## src/rtl/fifo_sync_ctrl_if.sv

```systemverilog
// Handshake bundle for the single-clock FIFO. The producer/consumer side takes
// the master view and the FIFO takes the slave view.
interface fifo_sync_ctrl_if #(
    parameter int DATA_WIDTH = 8,
    parameter int ADDR_WIDTH = 4
);
    logic                  wr_en;
    logic [DATA_WIDTH-1:0] wr_data;
    logic                  full;
    logic                  almost_full;
    logic                  rd_en;
    logic [DATA_WIDTH-1:0] rd_data;
    logic                  rd_valid;
    logic                  empty;
    logic                  almost_empty;
    logic [ADDR_WIDTH:0]   count;
    logic                  overflow;
    logic                  underflow;
    logic                  clr_err;

    modport master (
        output wr_en, wr_data, rd_en, clr_err,
        input  full, almost_full, rd_data, rd_valid, empty, almost_empty,
               count, overflow, underflow
    );

    modport slave (
        input  wr_en, wr_data, rd_en, clr_err,
        output full, almost_full, rd_data, rd_valid, empty, almost_empty,
               count, overflow, underflow
    );
endinterface

```

## src/rtl/fifo_sync_ctrl.sv

```systemverilog
// Single-clock FIFO with occupancy, almost flags, standard/FWFT read mode and
// sticky overflow/underflow. Writes to a full FIFO and reads from an empty one are rejected.
module fifo_sync_ctrl #(
    parameter int DATA_WIDTH = 8,
    parameter int ADDR_WIDTH = 4,
    parameter int FWFT       = 0,
    parameter int AF_THRESH  = 14,
    parameter int AE_THRESH  = 2
) (
    input logic             clk,
    input logic             rst,
    fifo_sync_ctrl_if.slave bus
);
    localparam int DEPTH = 2 ** ADDR_WIDTH;
    localparam logic [ADDR_WIDTH:0] DEPTH_C = (ADDR_WIDTH + 1)'(DEPTH);
    localparam logic [ADDR_WIDTH:0] AF_C    = (ADDR_WIDTH + 1)'(AF_THRESH);
    localparam logic [ADDR_WIDTH:0] AE_C    = (ADDR_WIDTH + 1)'(AE_THRESH);

    if (AF_THRESH < 1 || AF_THRESH > DEPTH) begin : g_bad_af
        $error("fifo_sync_ctrl: AF_THRESH out of range 1..DEPTH");
    end
    if (AE_THRESH < 0 || AE_THRESH > DEPTH - 1) begin : g_bad_ae
        $error("fifo_sync_ctrl: AE_THRESH out of range 0..DEPTH-1");
    end

    logic [DATA_WIDTH-1:0] mem [DEPTH];
    logic [ADDR_WIDTH-1:0] wr_ptr, rd_ptr;
    logic [ADDR_WIDTH:0]   cnt;
    logic                  ovf, unf;
    logic                  full_w, empty_w, wr_acc, rd_acc;

    assign full_w  = (cnt == DEPTH_C);
    assign empty_w = (cnt == '0);
    // No pass-through at the boundaries: full blocks the write, empty blocks the read.
    assign wr_acc  = bus.wr_en && !full_w;
    assign rd_acc  = bus.rd_en && !empty_w;

    // Storage is not reset; writes are suppressed while rst is high.
    always_ff @(posedge clk) begin
        if (!rst && wr_acc)
            mem[wr_ptr] <= bus.wr_data;
    end

    always_ff @(posedge clk) begin
        if (rst) begin
            wr_ptr <= '0;
            rd_ptr <= '0;
            cnt    <= '0;
            ovf    <= 1'b0;
            unf    <= 1'b0;
        end else begin
            if (wr_acc) wr_ptr <= wr_ptr + 1'b1;
            if (rd_acc) rd_ptr <= rd_ptr + 1'b1;
            unique case ({wr_acc, rd_acc})
                2'b10:   cnt <= cnt + 1'b1;
                2'b01:   cnt <= cnt - 1'b1;
                default: cnt <= cnt;
            endcase
            // A new rejection wins over a simultaneous clear.
            if (bus.wr_en && full_w)      ovf <= 1'b1;
            else if (bus.clr_err)         ovf <= 1'b0;
            if (bus.rd_en && empty_w)     unf <= 1'b1;
            else if (bus.clr_err)         unf <= 1'b0;
        end
    end

    if (FWFT != 0) begin : g_fwft
        assign bus.rd_data  = mem[rd_ptr];
        assign bus.rd_valid = !empty_w;
    end else begin : g_std
        logic [DATA_WIDTH-1:0] rd_data_q;
        logic                  rd_valid_q;

        always_ff @(posedge clk) begin
            if (rst) begin
                rd_data_q  <= '0;
                rd_valid_q <= 1'b0;
            end else begin
                rd_valid_q <= rd_acc;
                if (rd_acc) rd_data_q <= mem[rd_ptr];
            end
        end

        assign bus.rd_data  = rd_data_q;
        assign bus.rd_valid = rd_valid_q;
    end

    assign bus.count        = cnt;
    assign bus.full         = full_w;
    assign bus.empty        = empty_w;
    assign bus.almost_full  = (cnt >= AF_C);
    assign bus.almost_empty = (cnt <= AE_C);
    assign bus.overflow     = ovf;
    assign bus.underflow    = unf;
endmodule

```

## src/flat_wrapper.sv

```systemverilog
// flat-port wrapper written by rule: the top's interface ports become plain ports
module fifo_sync_ctrl_flat 
#(
    parameter int DATA_WIDTH = 8,
    parameter int ADDR_WIDTH = 4,
    parameter int FWFT       = 0,
    parameter int AF_THRESH  = 14,
    parameter int AE_THRESH  = 2
)
  (clk, rst, bus_wr_en, bus_wr_data, bus_rd_en, bus_clr_err, bus_full, bus_almost_full, bus_rd_data, bus_rd_valid, bus_empty, bus_almost_empty, bus_count, bus_overflow, bus_underflow);
  fifo_sync_ctrl_if #(.DATA_WIDTH(DATA_WIDTH), .ADDR_WIDTH(ADDR_WIDTH)) bus_i ();
  input logic clk;
  input logic rst;
  input wire logic [$bits(bus_i.wr_en)-1:0] bus_wr_en;
  input wire logic [$bits(bus_i.wr_data)-1:0] bus_wr_data;
  input wire logic [$bits(bus_i.rd_en)-1:0] bus_rd_en;
  input wire logic [$bits(bus_i.clr_err)-1:0] bus_clr_err;
  output wire logic [$bits(bus_i.full)-1:0] bus_full;
  output wire logic [$bits(bus_i.almost_full)-1:0] bus_almost_full;
  output wire logic [$bits(bus_i.rd_data)-1:0] bus_rd_data;
  output wire logic [$bits(bus_i.rd_valid)-1:0] bus_rd_valid;
  output wire logic [$bits(bus_i.empty)-1:0] bus_empty;
  output wire logic [$bits(bus_i.almost_empty)-1:0] bus_almost_empty;
  output wire logic [$bits(bus_i.count)-1:0] bus_count;
  output wire logic [$bits(bus_i.overflow)-1:0] bus_overflow;
  output wire logic [$bits(bus_i.underflow)-1:0] bus_underflow;
  assign bus_i.wr_en = bus_wr_en;
  assign bus_i.wr_data = bus_wr_data;
  assign bus_i.rd_en = bus_rd_en;
  assign bus_i.clr_err = bus_clr_err;
  assign bus_full = bus_i.full;
  assign bus_almost_full = bus_i.almost_full;
  assign bus_rd_data = bus_i.rd_data;
  assign bus_rd_valid = bus_i.rd_valid;
  assign bus_empty = bus_i.empty;
  assign bus_almost_empty = bus_i.almost_empty;
  assign bus_count = bus_i.count;
  assign bus_overflow = bus_i.overflow;
  assign bus_underflow = bus_i.underflow;
  fifo_sync_ctrl #(.DATA_WIDTH(DATA_WIDTH), .ADDR_WIDTH(ADDR_WIDTH), .FWFT(FWFT), .AF_THRESH(AF_THRESH), .AE_THRESH(AE_THRESH)) u_core (.clk(clk), .rst(rst), .bus(bus_i));
endmodule
```

## config.mk

```make
export PLATFORM = sky130hd
export DESIGN_NAME = fifo_sync_ctrl_flat
export DESIGN_NICKNAME = d
export VERILOG_FILES = /design/src/rtl/fifo_sync_ctrl_if.sv /design/src/rtl/fifo_sync_ctrl.sv /design/src/flat_wrapper.sv
export SDC_FILE = /design/constraint.sdc
export NUM_CORES = 1
export LEC_CHECK = 0
export CAP_MARGIN = 40
export CORE_MARGIN = 4
export CORE_UTILIZATION = 40
export CTS_CLUSTER_SIZE = 12
export DETAILED_ROUTE_END_ITERATION = 8
export MAX_ROUTING_LAYER = met4
export PLACE_DENSITY = 0.66
export SYNTH_ARGS = -nofsm -noshare
export SYNTH_HDL_FRONTEND = slang
export SYNTH_SLANG_ARGS = --single-unit
export TNS_END_PERCENT = 30
```

## constraint.sdc

```tcl
create_clock -name clk -period 8.85 [get_ports clk]
set_clock_uncertainty 0.2 [all_clocks]
set_input_delay 1.77 -clock clk [delete_from_list [all_inputs] [get_ports clk]]
set_output_delay 1.77 -clock clk [all_outputs]
set_load 0.005 [all_outputs]
```

* Yosys cells after proc, flatten, opt, wreduce, memory -nomap -nowiden
Memory sizes are Yosys's and may differ from the RTL's. A register that Yosys moved wholly into a read port is not among the register bits.
Cells that the tools add are included.
** Word-level totals
- Bits in registers :: 16
- RAM bits :: 128
- Input bits :: 13
- Output and inout port bits :: 20
- Logic and storage cells :: 34
- Memories kept :: 1
** Memories
- u_core.mem :: words 16, width 8, read ports 1, clocked after Yosys merged registers in 1, wr ports 1, line fifo_sync_ctrl.sv:26 : logic [DATA_WIDTH-1:0] mem [DEPTH];
** Cells by class
- Add/sub/neg operators :: 4
- $lt $le $gt $ge :: 2
- Eq/ne operators :: 3
- Multiplexer cells :: 6
- Reductions and logical operators :: 12
** Operators by type and width (number)
- $pmux W5 S2 :: 1
- $add A4 B1 Y4 const B :: 2
- $reduce_bool A2 Y1 :: 3
- $add A5 B1 Y5 const B :: 1
- $eq A5 B5 Y1 const B :: 1
- $ge A5 B4 Y1 const B :: 1
- $le A5 B2 Y1 const B :: 1
- $logic_and A1 B1 Y1 :: 5
- $logic_not A5 Y1 :: 1
- $mux W1 :: 5
- $sub A5 B1 Y5 const B :: 1
- $logic_not A1 Y1 :: 3
- $eq A2 B1 Y1 const B :: 1
- $eq A2 B2 Y1 const B :: 1

* Longest topological paths before layout
Gate-level depths: netlist (run 1).
- Depth in word-level cells :: 6
- Gate-level depth with buffers :: 13
- Depth with buffers taken out :: 12

* Worst setup path before layout (run 1)
No wires, ideal clock.
- Path kind :: input port to flip-flop
- Start point :: input bus_wr_en
- End point :: register u_core.cnt[4], in the netlist u_core.bus.count[4]
- Library setup time :: 0.124 ns
- Data arrival time :: 3.624 ns
- Required time :: 8.526 ns
- Setup slack :: 4.902 ns
- Stages :: 11
- Path buffers :: 0
- Cell sequence :: inv_1 -> a31oi_2 -> inv_1 -> ha_1 -> xor2_1 -> ha_1 -> inv_1 -> nand2_1 -> a31o_2 -> and2_1 -> a2111o_1
** Between the ends
- Word-level cells in the longest chain between the ends :: 3
- Elaborated cells on any way between the ends :: 5
- Classes of those cells :: eq/ne: 2; mux: 1; reduce/logical: 2
** RTL lines
- from (decl) :: line flat_wrapper.sv:14 : input wire logic [$bits(bus_i.wr_en)-1:0] bus_wr_en;
- $logic_and A1 B1 Y1 (*) :: line fifo_sync_ctrl.sv:35 : assign wr_acc = bus.wr_en && !full_w;
- $eq A2 B1 Y1 / $eq A2 B2 Y1 (equally long branches) :: line fifo_sync_ctrl.sv:54 : unique case ({wr_acc, rd_acc})
- $pmux W5 S2 / $reduce_bool A2 Y1 (equally long branches)
- to (signal assigned) :: line fifo_sync_ctrl.sv:55 : 2'b10: cnt <= cnt + 1'b1;
- to (signal assigned) :: line fifo_sync_ctrl.sv:56 : 2'b01: cnt <= cnt - 1'b1;
- to (signal assigned) :: line fifo_sync_ctrl.sv:57 : default: cnt <= cnt;
- to (decl) :: line fifo_sync_ctrl.sv:28 : logic [ADDR_WIDTH:0] cnt;
Every way passes the cells marked *; elsewhere a longest branch is shown, timed or not.
A chain may end at the register's enable or synchronous reset.

* Worst setup path in the final report (run 1)
Ends and elaborated chain as after synthesis.

==> impl_metrics.json, run 1 <==
{
  "cts_buffer_depth": 2,
  "synth_fp_nets": 370,
  "peakVddDrop_mv": 0.1742,
  "cp_slowest_cell": "clkdlybuf4s50_1",
  "grt_setup_unrepaired": "false",
  "timing.final.crit_share": 0.4872,
  "cp_max_fo": 9,
  "dr.pass1.iters": 4,
  "postCtsHoldBufs": 0,
  "placed_cells": 563,
  "hp-class": "flop to flop",
  "grt_pass1_wl_mm": 18.77,
  "yosys_warnings": 0,
  "synth_compound_area_frac": 0.02980,
  "ys_ff_latch": 152,
  "port_buffers": 32,
  "grt_util_all_layers": 0.1480,
  "grt_overflow": 0,
  "die_x_um": 131.8,
  "drc": 0,
  "cts_sinks": 152,
  "synth_fa_ha_area_frac": 0.01633,
  "cts_max_level": 4,
  "synthesis.area_um2": 6131,
  "max_freq_mhz": 231.9,
  "arrival_ps": 4470,
  "start_util": 0.4155,
  "clk_latency_ps": 420,
  "via_count": 3230,
  "rows": 44,
  "antenna_found_initial": 0,
  "yosys-mux-area-fraction": 0.1453,
  "syn_inst": 349,
  "cts_resized": 0,
  "postSynthAreaPerCell_um2": 17.57,
  "yosys.area_share.simple": 0.06918,
  "status": "finished clean",
  "fin_tns_setup_ps": 0,
  "path_class": "input pin to flop",
  "cts_made_buffers": 17,
  "crit_path_start_kind": "input pin",
  "synthXorXnorAreaFrac": 0.01286,
  "final_area_um2": 7257,
  "synth-edff-count": 128,
  "synthDistinctLibCells": 42,
  "grt_pass1_vias": 3264,
  "via_per_inst": 5.429,
  "final_hold_viol_count": 0,
  "cts_tree": "done",
  "yosys-top-cells-area": "edfxtp_1, mux4_2, dfxtp_1",
  "ys_seq_area_frac": 0.7053,
  "ioPinCount": 33,
  "setup_violations": 0,
  "wl_mm": 11.73,
  "postCtsSetupRepairBufs": 0,
  "drive_above_1_share": 0.1971,
  "synth_largest_area_cell": "edfxtp_1",
  "die_y_um": 131.8,
  "async_reset_ff_frac": 0,
  "maxCapViolations": 0,
  "cpLargestDelayFamily": "compound AO/OA/AOI/OAI gates",
  "synth-main-ff-cell": "edfxtp_1",
  "worst_slew_pin_slew_ps": 801.0,
  "min_period_ps": 4312,
  "fin_cells": 595,
  "maxSlewHeadroom": 0.4640,
  "endpoint_kind": "flop",
  "antenna_cells": 0,
  "cp_common_cell": "inv_1",
  "coreArea_um2": 14750,
  "syn2layout_area_growth_pct": 18.37,
  "place_hpwl_mm": 7.643,
  "cp_num_buf_inv": 4,
  "dieArea_um2": 17370,
  "cpPeakStageDelay_ps": 500,
  "postPlaceCellArea_um2": 6703,
  "antenna_left": 0,
  "maxSlewViolCount": 0,
  "grt_max_degree": 36,
  "ctsRootBufferMaster": "clkbuf_16",
  "drt_iter0_drc": 312,
  "p_leak_nw": 2.359,
  "place_congestion": 0.7785,
  "synth_top_family_by_area": "multiplexers",
  "final_nets": 419,
  "avgRoutedWirePerCell_um": 19.72,
  "crit_required_ps": 9010,
  "powerDensity_nw_per_um2": 262.8,
  "crit_path_cell_trace": "clkdlybuf4s50_1, inv_1, a31oi_2, inv_1, ha_1, xor2_1, ha_1, inv_1, nand2_1, a31o_2, a2111oi_0, a2111o_1",
  "netlist.area_leader.share": 0.6269,
  "path_clk_slew_ps": 60
}
report_power, final:
group	total [mW]	internal (mW)	switching (mW)
Clock	0.683	0.415	0.267
Combinational	0.366	0.193	0.173
Sequential	0.858	0.817	0.0417
per-layer routing:
layer | vias up | GRT usage | share of wire
li1 | 1471 | - | -
met1 | 1642 | 0.1965 | 0.45
met2 | 100 | 0.2198 | 0.48
met3 | 17 | 0.03702 | 0.052
met4 | 0 | 0.06068 | 0.016
met5 | - | - | 0
worst paths after layout:
path | endpoint | slack [ps] | depth (start not counted) | startpoint
worst min register to register | u_core.bus.rd_data[5] | 340 | 2 | u_core.bus.rd_data[5]
worst max-delay path | u_core.bus.count[4] | 4540 | 12 | bus_wr_en
worst min-delay path | u_core.bus.rd_data[5] | 340 | 2 | u_core.bus.rd_data[5]
worst max register to register | u_core.bus.count[4] | 5590 | 12 | u_core.bus.count[2]
layout make-up:
class | count | area [um^2]
well taps | 184 | 230.2
fillers | 1223 | 7497
clock buffers | 24 | 451.7
flip-flops and latches | 152 | 4325
inverters | 8 | 30.03
repair buffers | 48 | 440.4
multi-input cells | 171 | 1677
clock inverters | 8 | 102.6
cell families after synthesis:
logic type	count (synthesis)
fa+ha+maj	8
simple gates	81
buf+inv	26
flops	152
mux	49
xor+xnor	9
compound gates	24
sequential cells by signal, indices dropped and copies added, names as in the netlist:
signal / count
u_core.bus.rd_data: 8
u_core.bus.rd_valid: 1
u_core.mem: 128
u_core.wr_ptr: 4
u_core.bus.overflow: 1
u_core.bus.underflow: 1
u_core.bus.count: 5
u_core.rd_ptr: 4
stage by stage:
| step | setup WS (ps) | utilization | power, mW | hold slack, ps |
|---|---|---|---|---|
| 3_3_place_gp | 4244 | 0.4482 | 1.233 | 319.7 |
| 3_5_place_dp | 4128 | 0.4543 | 1.244 | 319.0 |
| 2_1_floorplan | 4902 | - | 1.104 | 288.7 |
| 4_1_cts | 4571 | 0.4919 | 1.930 | 343.8 |
| 5_1_grt | 4349 | 0.4919 | 1.997 | 393.2 |
| 6_report | 4538 | 0.4919 | 1.907 | 344.1 |
cell usage after synthesis, types with 2 or more instances:
library cell / count
edfxtp_1: 128
nor2_1: 37
mux4_2: 32
dfxtp_1: 24
mux2i_1: 17
nand2_1: 12
nand3b_1: 10
a21oi_1: 8
ha_1: 8
o221ai_1: 8
buf_2: 7
inv_1: 7
clkbuf_1: 6
xor2_1: 6
nor2b_1: 3
xnor2_1: 3
and3_1: 2
buf_4: 2
buf_6: 2
nand4_1: 2
nor3_1: 2
nor4_1: 2
or3_1: 2
worst min-delay path, cell delays in order, from the launching register on:
cell,delay [ps]
dfxtp_1,340
nand3b_1,90
o221ai_1,80
layout by cell type (no fill, tap or decap), types with 3 or more instances in the layout:
cell / Yosys / routed
a21oi_1: 8 / 8
buf_4: 2 / 16
clkbuf_1: 6 / 7
clkbuf_16: 0 / 17
clkdlybuf4s50_1: 0 / 32
dfxtp_1: 24 / 23
edfxtp_1: 128 / 128
ha_1: 8 / 8
inv_1: 7 / 7
mux2i_1: 17 / 17
mux4_2: 32 / 32
nand2_1: 12 / 12
nand3b_1: 10 / 10
nor2_1: 37 / 37
nor2b_1: 3 / 3
o221ai_1: 8 / 8
xnor2_1: 3 / 3
xor2_1: 6 / 6
Power figures use the tool's default switching activity.
==> run 2: changes to the inputs <==
--- a/config.mk
+++ b/config.mk
@@ -11,7 +11,7 @@
 export CTS_CLUSTER_SIZE = 12
 export DETAILED_ROUTE_END_ITERATION = 8
 export MAX_ROUTING_LAYER = met4
-export PLACE_DENSITY = 0.66
+export PLACE_DENSITY = 0.68
 export SYNTH_ARGS = -nofsm -noshare
 export SYNTH_HDL_FRONTEND = slang
 export SYNTH_SLANG_ARGS = --single-unit
==> constraint.sdc (replaced) <==
create_clock -name clk -period 3.8 [get_ports clk]
set_clock_uncertainty 0.2 [all_clocks]
set_input_delay 0.76 -clock clk [delete_from_list [all_inputs] [get_ports clk]]
set_output_delay 0.76 -clock clk [all_outputs]
set_load 0.005 [all_outputs]
==> impl_metrics.json, run 2 (same netlist as run 1, synthesis figures left out) <==
{
  "status": "finished clean",
  "peakVddDrop_mv": 0.4047,
  "crit_required_ps": 3960,
  "arrival_ps": 3520,
  "wl_mm": 12.06,
  "place_congestion": 0.8361,
  "grt_util_all_layers": 0.1495,
  "crit_path_start_kind": "flop",
  "ctsRootBufferMaster": "clkbuf_16",
  "grt_max_degree": 35,
  "powerDensity_nw_per_um2": 619.2,
  "path_class": "flop to flop",
  "endpoint_kind": "flop",
  "worst_slew_pin_slew_ps": 588.6,
  "crit_end": "u_core.bus.count[4]",
  "setup_violations": 0,
  "coreArea_um2": 14750,
  "r2r_start": "u_core.bus.count[2]",
  "port_buffers": 32,
  "hp-class": "flop to flop",
  "final_hold_viol_count": 0,
  "grt_setup_unrepaired": "false",
  "antenna_found_initial": 0,
  "die_y_um": 131.8,
  "cts_sinks": 152,
  "cts_buffer_depth": 2,
  "final_nets": 424,
  "avgRoutedWirePerCell_um": 20.10,
  "drive_above_1_share": 0.2188,
  "dr.pass1.iters": 4,
  "cts_made_buffers": 17,
  "grt_overflow": 0,
  "antenna_cells": 0,
  "postLayoutCoreUtil": 0.4983,
  "cts_max_level": 4,
  "postCtsSetupRepairBufs": 0,
  "path_clk_slew_ps": 60,
  "p_leak_nw": 2.416,
  "r2r_setup_slack_ps": 450,
  "via_count": 3219,
  "postPlaceCellArea_um2": 6753,
  "syn2layout_area_growth_pct": 19.92,
  "clk_latency_ps": 420,
  "timing.final.crit_share": 0.8826,
  "place_hpwl_mm": 7.665,
  "largest_register_ffs": 128,
  "cts_tree": "done",
  "layout_common_cells": "edfxtp_1, nor2_1, mux4_2, clkdlybuf4s50_1, dfxtp_1",
  "p_switching_mw": 1.157,
  "crit_start": "u_core.bus.count[2]",
  "combPwrFrac": 0.185,
  "antenna_left": 0,
  "grt_pass1_vias": 3333,
  "p_total_mw": 4.553,
  "p_clk_frac": 0.372,
  "ioPinCount": 33,
  "cp_max_fo": 12,
  "r2r_cells": 12,
  "maxSlewViolCount": 0,
  "cts_resized": 0,
  "final_area_um2": 7352,
  "p_sw_frac": 0.2541,
  "drc": 0,
  "dieArea_um2": 17370,
  "p_int_mw": 3.396,
  "via_per_inst": 5.365,
  "maxSlewHeadroom": 0.6064,
  "min_period_ps": 3354,
  "grt_pass1_wl_mm": 18.71,
  "rows": 44,
  "postCtsHoldBufs": 0,
  "die_x_um": 131.8,
  "layout_commonest_cell": "edfxtp_1",
  "r2r_end": "u_core.bus.count[4]",
  "start_util": 0.4155,
  "seqPwrFrac": 0.443,
  "max_freq_mhz": 298.1,
  "maxCapViolations": 0,
  "top_register": "u_core.mem",
  "fin_tns_setup_ps": 0,
  "drt_iter0_drc": 273
}
-- run 2: layer usage --
layer  track usage  vias up  share of wire
met5             -        -              0
met4       0.03442        0         0.0091
met3       0.05878       10          0.055
met2        0.2295       85           0.50
met1        0.1891     1639           0.44
li1              -     1485              -
-- run 2: worst min-delay path by stage --
stage / start / end / slack (ps) / depth (start not counted)
CTS: u_core.bus.rd_data[1] / u_core.bus.rd_data[1] / 330 / 2
detailed placement: u_core.bus.rd_data[1] / u_core.bus.rd_data[1] / 310 / 2
finish: u_core.bus.rd_data[5] / u_core.bus.rd_data[5] / 330 / 2
global placement: u_core.bus.rd_data[5] / u_core.bus.rd_data[5] / 320 / 2
global route: u_core.bus.rd_data[6] / u_core.bus.rd_data[6] / 380 / 2
floorplan: u_core.bus.rd_data[0] / u_core.bus.rd_data[0] / 290 / 2
-- run 2: cell type report --
class                      instances  area [um^2]
fill                            1221         7402
sequential                       152         4325
multi-input combinational        171         1677
timing repair buffer              53        490.5
clock buffer                      18        429.2
tap                              184        230.2
clock inverter                    14        170.2
inverter                           8        30.03
-- run 2: metrics by stage --
step                hold slack [ps]  setup slack [ps]  instances
finish                        335.0             445.9        600
CTS                           332.0             567.4        600
detailed placement            310.7             345.6        568
floorplan                     288.7             837.1        349
global route                  378.9             357.5        600
global placement              317.2             422.2        568
-- run 2: critical path: stages, from the launching register on --
cell       delay (ps)
dfxtp_1           410
or3_4             430
nor3_4            160
nand2b_4          250
inv_2              90
ha_1              300
xor2_1            170
ha_1              200
inv_1             100
nand2_1            60
a31o_2            250
a2111oi_0         540
a2111o_1          150
-- run 2: power by group through the flow --
stage	registers, mW	logic [mW]	clock network [mW]
2_1_floorplan	1.99	0.578	0
3_3_place_gp	2.05	0.832	0
3_5_place_dp	2.05	0.851	0
4_1_cts	2.02	0.855	1.73
5_1_grt	2.03	0.919	1.82
6_report	2.02	0.844	1.69
==> run 3: changes to the inputs <==
--- a/config.mk
+++ b/config.mk
@@ -10,8 +10,7 @@
 export CORE_UTILIZATION = 40
 export CTS_CLUSTER_SIZE = 12
 export DETAILED_ROUTE_END_ITERATION = 8
-export MAX_ROUTING_LAYER = met4
-export PLACE_DENSITY = 0.68
+export PLACE_DENSITY = 0.66
 export SYNTH_ARGS = -nofsm -noshare
 export SYNTH_HDL_FRONTEND = slang
 export SYNTH_SLANG_ARGS = --single-unit
==> constraint.sdc (replaced) <==
create_clock -name clk -period 4.3 [get_ports clk]
set_clock_uncertainty 0.2 [all_clocks]
set_input_delay 0.86 -clock clk [delete_from_list [all_inputs] [get_ports clk]]
set_output_delay 0.86 -clock clk [all_outputs]
set_load 0.005 [all_outputs]
==> impl_metrics.json, run 3 (same netlist as run 1, synthesis figures left out) <==
{
  "port_buffers": 32,
  "start_util": 0.4155,
  "cts_resized": 0,
  "min_from": "u_core.bus.rd_data[6]",
  "arrival_ps": 3490,
  "endpoint_kind": "flop",
  "cp_max_fo": 9,
  "max_freq_mhz": 295.1,
  "crit_path_start_kind": "input pin",
  "fill_cells": 1223,
  "cts_max_level": 4,
  "crit_required_ps": 4400,
  "maxSlewHeadroom": 0.4121,
  "grt_max_degree": 33,
  "r2r_setup_slack_ps": 1030,
  "drc": 0,
  "grt_overflow": 0,
  "antenna_cells": 0,
  "layout_common_cells": "edfxtp_1, nor2_1, mux4_2, clkdlybuf4s50_1, dfxtp_1",
  "powerDensity_nw_per_um2": 533.4,
  "via_per_inst": 5.415,
  "path_class": "input pin to flop",
  "placed_cells": 565,
  "whs_path_depth": 2,
  "cp_common_cell": "inv_1",
  "timing.final.crit_share": 0.7881,
  "ioPinCount": 33,
  "die_y_um": 131.8,
  "r2r_end": "u_core.bus.count[4]",
  "avgRoutedWirePerCell_um": 19.94,
  "worst_slew_pin_slew_ps": 878.6,
  "r2r_start": "u_core.bus.count[2]",
  "wl_mm": 11.91,
  "grt_setup_unrepaired": "false",
  "crit_path_cell_trace": "clkdlybuf4s50_1, inv_1, a31oi_2, inv_1, ha_1, xor2_1, ha_1, inv_1, o22ai_1, a211oi_1, a2111oi_0, a2111o_1",
  "die_x_um": 131.8,
  "drive_above_1_share": 0.2131,
  "cts_tree": "done",
  "top_register": "u_core.mem",
  "setup_violations": 0,
  "fin_tns_setup_ps": 0,
  "peakVddDrop_mv": 0.3183,
  "postCtsSetupRepairBufs": 0,
  "p_total_mw": 3.875,
  "postCtsHoldBufs": 0,
  "place_congestion": 0.7706,
  "antenna_left": 0,
  "cpPeakStageDelay_ps": 510,
  "final_nets": 421,
  "grtUsageMet2": 0.2244,
  "fin_cells": 597,
  "final_hold_viol_count": 0,
  "cp_slowest_cell": "clkdlybuf4s50_1",
  "rows": 44,
  "met1_usage": 0.1949,
  "antenna_found_initial": 0,
  "clk_latency_ps": 420,
  "dr.pass1.iters": 4,
  "busiest_layer": "met2",
  "ctsRootBufferMaster": "clkbuf_16",
  "holdWs_ps": 350.0,
  "grt_use_met3": 0.04656,
  "min_period_ps": 3389,
  "status": "finished clean",
  "grt_pass1_vias": 3360,
  "multi_input_area_um2": 1677,
  "grt_pass1_wl_mm": 18.97,
  "via_count": 3233,
  "cts_made_buffers": 17,
  "cts_sinks": 152,
  "syn2layout_area_growth_pct": 18.49,
  "coreArea_um2": 14750,
  "layout_commonest_cell": "edfxtp_1",
  "drt_iter0_drc": 191,
  "r2r_cells": 12,
  "seq_area_um2": 4325,
  "maxSlewViolCount": 0,
  "hp-class": "flop to flop",
  "finalWorstSetupSlack_ps": 911.1,
  "cts_buffer_depth": 2,
  "grt_util_all_layers": 0.1466,
  "dpl_worst_slack_ps": 501.2,
  "maxCapViolations": 0,
  "place_hpwl_mm": 7.593,
  "p_leak_nw": 2.360,
  "largest_register_ffs": 128,
  "path_clk_slew_ps": 60,
  "crit_start": "bus_wr_en",
  "dieArea_um2": 17370,
  "min_to": "u_core.bus.rd_data[6]"
}
## run 3: area by class of cell
class                           count  area share
Timing Repair Buffer               50     0.06269
Sequential cell                   152      0.5954
Multi-Input combinational cell    171      0.2308
Inverter                            8    0.004134
Tap cell                          184     0.03169
Clock inverter                     15     0.01671
Clock buffer                       17     0.05856
## run 3: critical path: cells and delay by family
| family | cells | cell delay (ps) |
|---|---|---|
| xor+xnor | 1 | 180 |
| buf+inv | 4 | 760 |
| fa+ha+maj | 2 | 480 |
| compound gates | 5 | 1190 |
## run 3: worst max path at each step
stage | to | slack (ps) | cells after the start
2_1_floorplan | u_core.bus.count[4] | 1260 | 11
3_3_place_gp | u_core.bus.count[4] | 600 | 12
3_5_place_dp | u_core.bus.count[4] | 500 | 12
4_1_cts | u_core.bus.count[4] | 940 | 12
5_1_grt | u_core.bus.count[4] | 690 | 12
6_report | u_core.bus.count[4] | 910 | 12
## run 3: report_power, final
part           internal, mW  switching, mW  total [mW]
logic                 0.400          0.331       0.731
registers              1.68          0.113        1.79
clock network         0.747          0.604        1.35
## run 3: per-stage QoR
stage	utilization	cell area, um^2
2_1_floorplan	-	6131
3_5_place_dp	0.4553	6718
5_1_grt	0.4924	7264
4_1_cts	0.4924	7264
6_report	0.4924	7264
3_3_place_gp	0.4543	6703
## run 3: metal layers
| metal | up-vias | routed length, um |
|---|---|---|
| li1 | 1479 | - |
| met1 | 1620 | 5244 |
| met2 | 111 | 5548 |
| met3 | 23 | 825 |
| met4 | 0 | 287 |
| met5 | - | 0 |
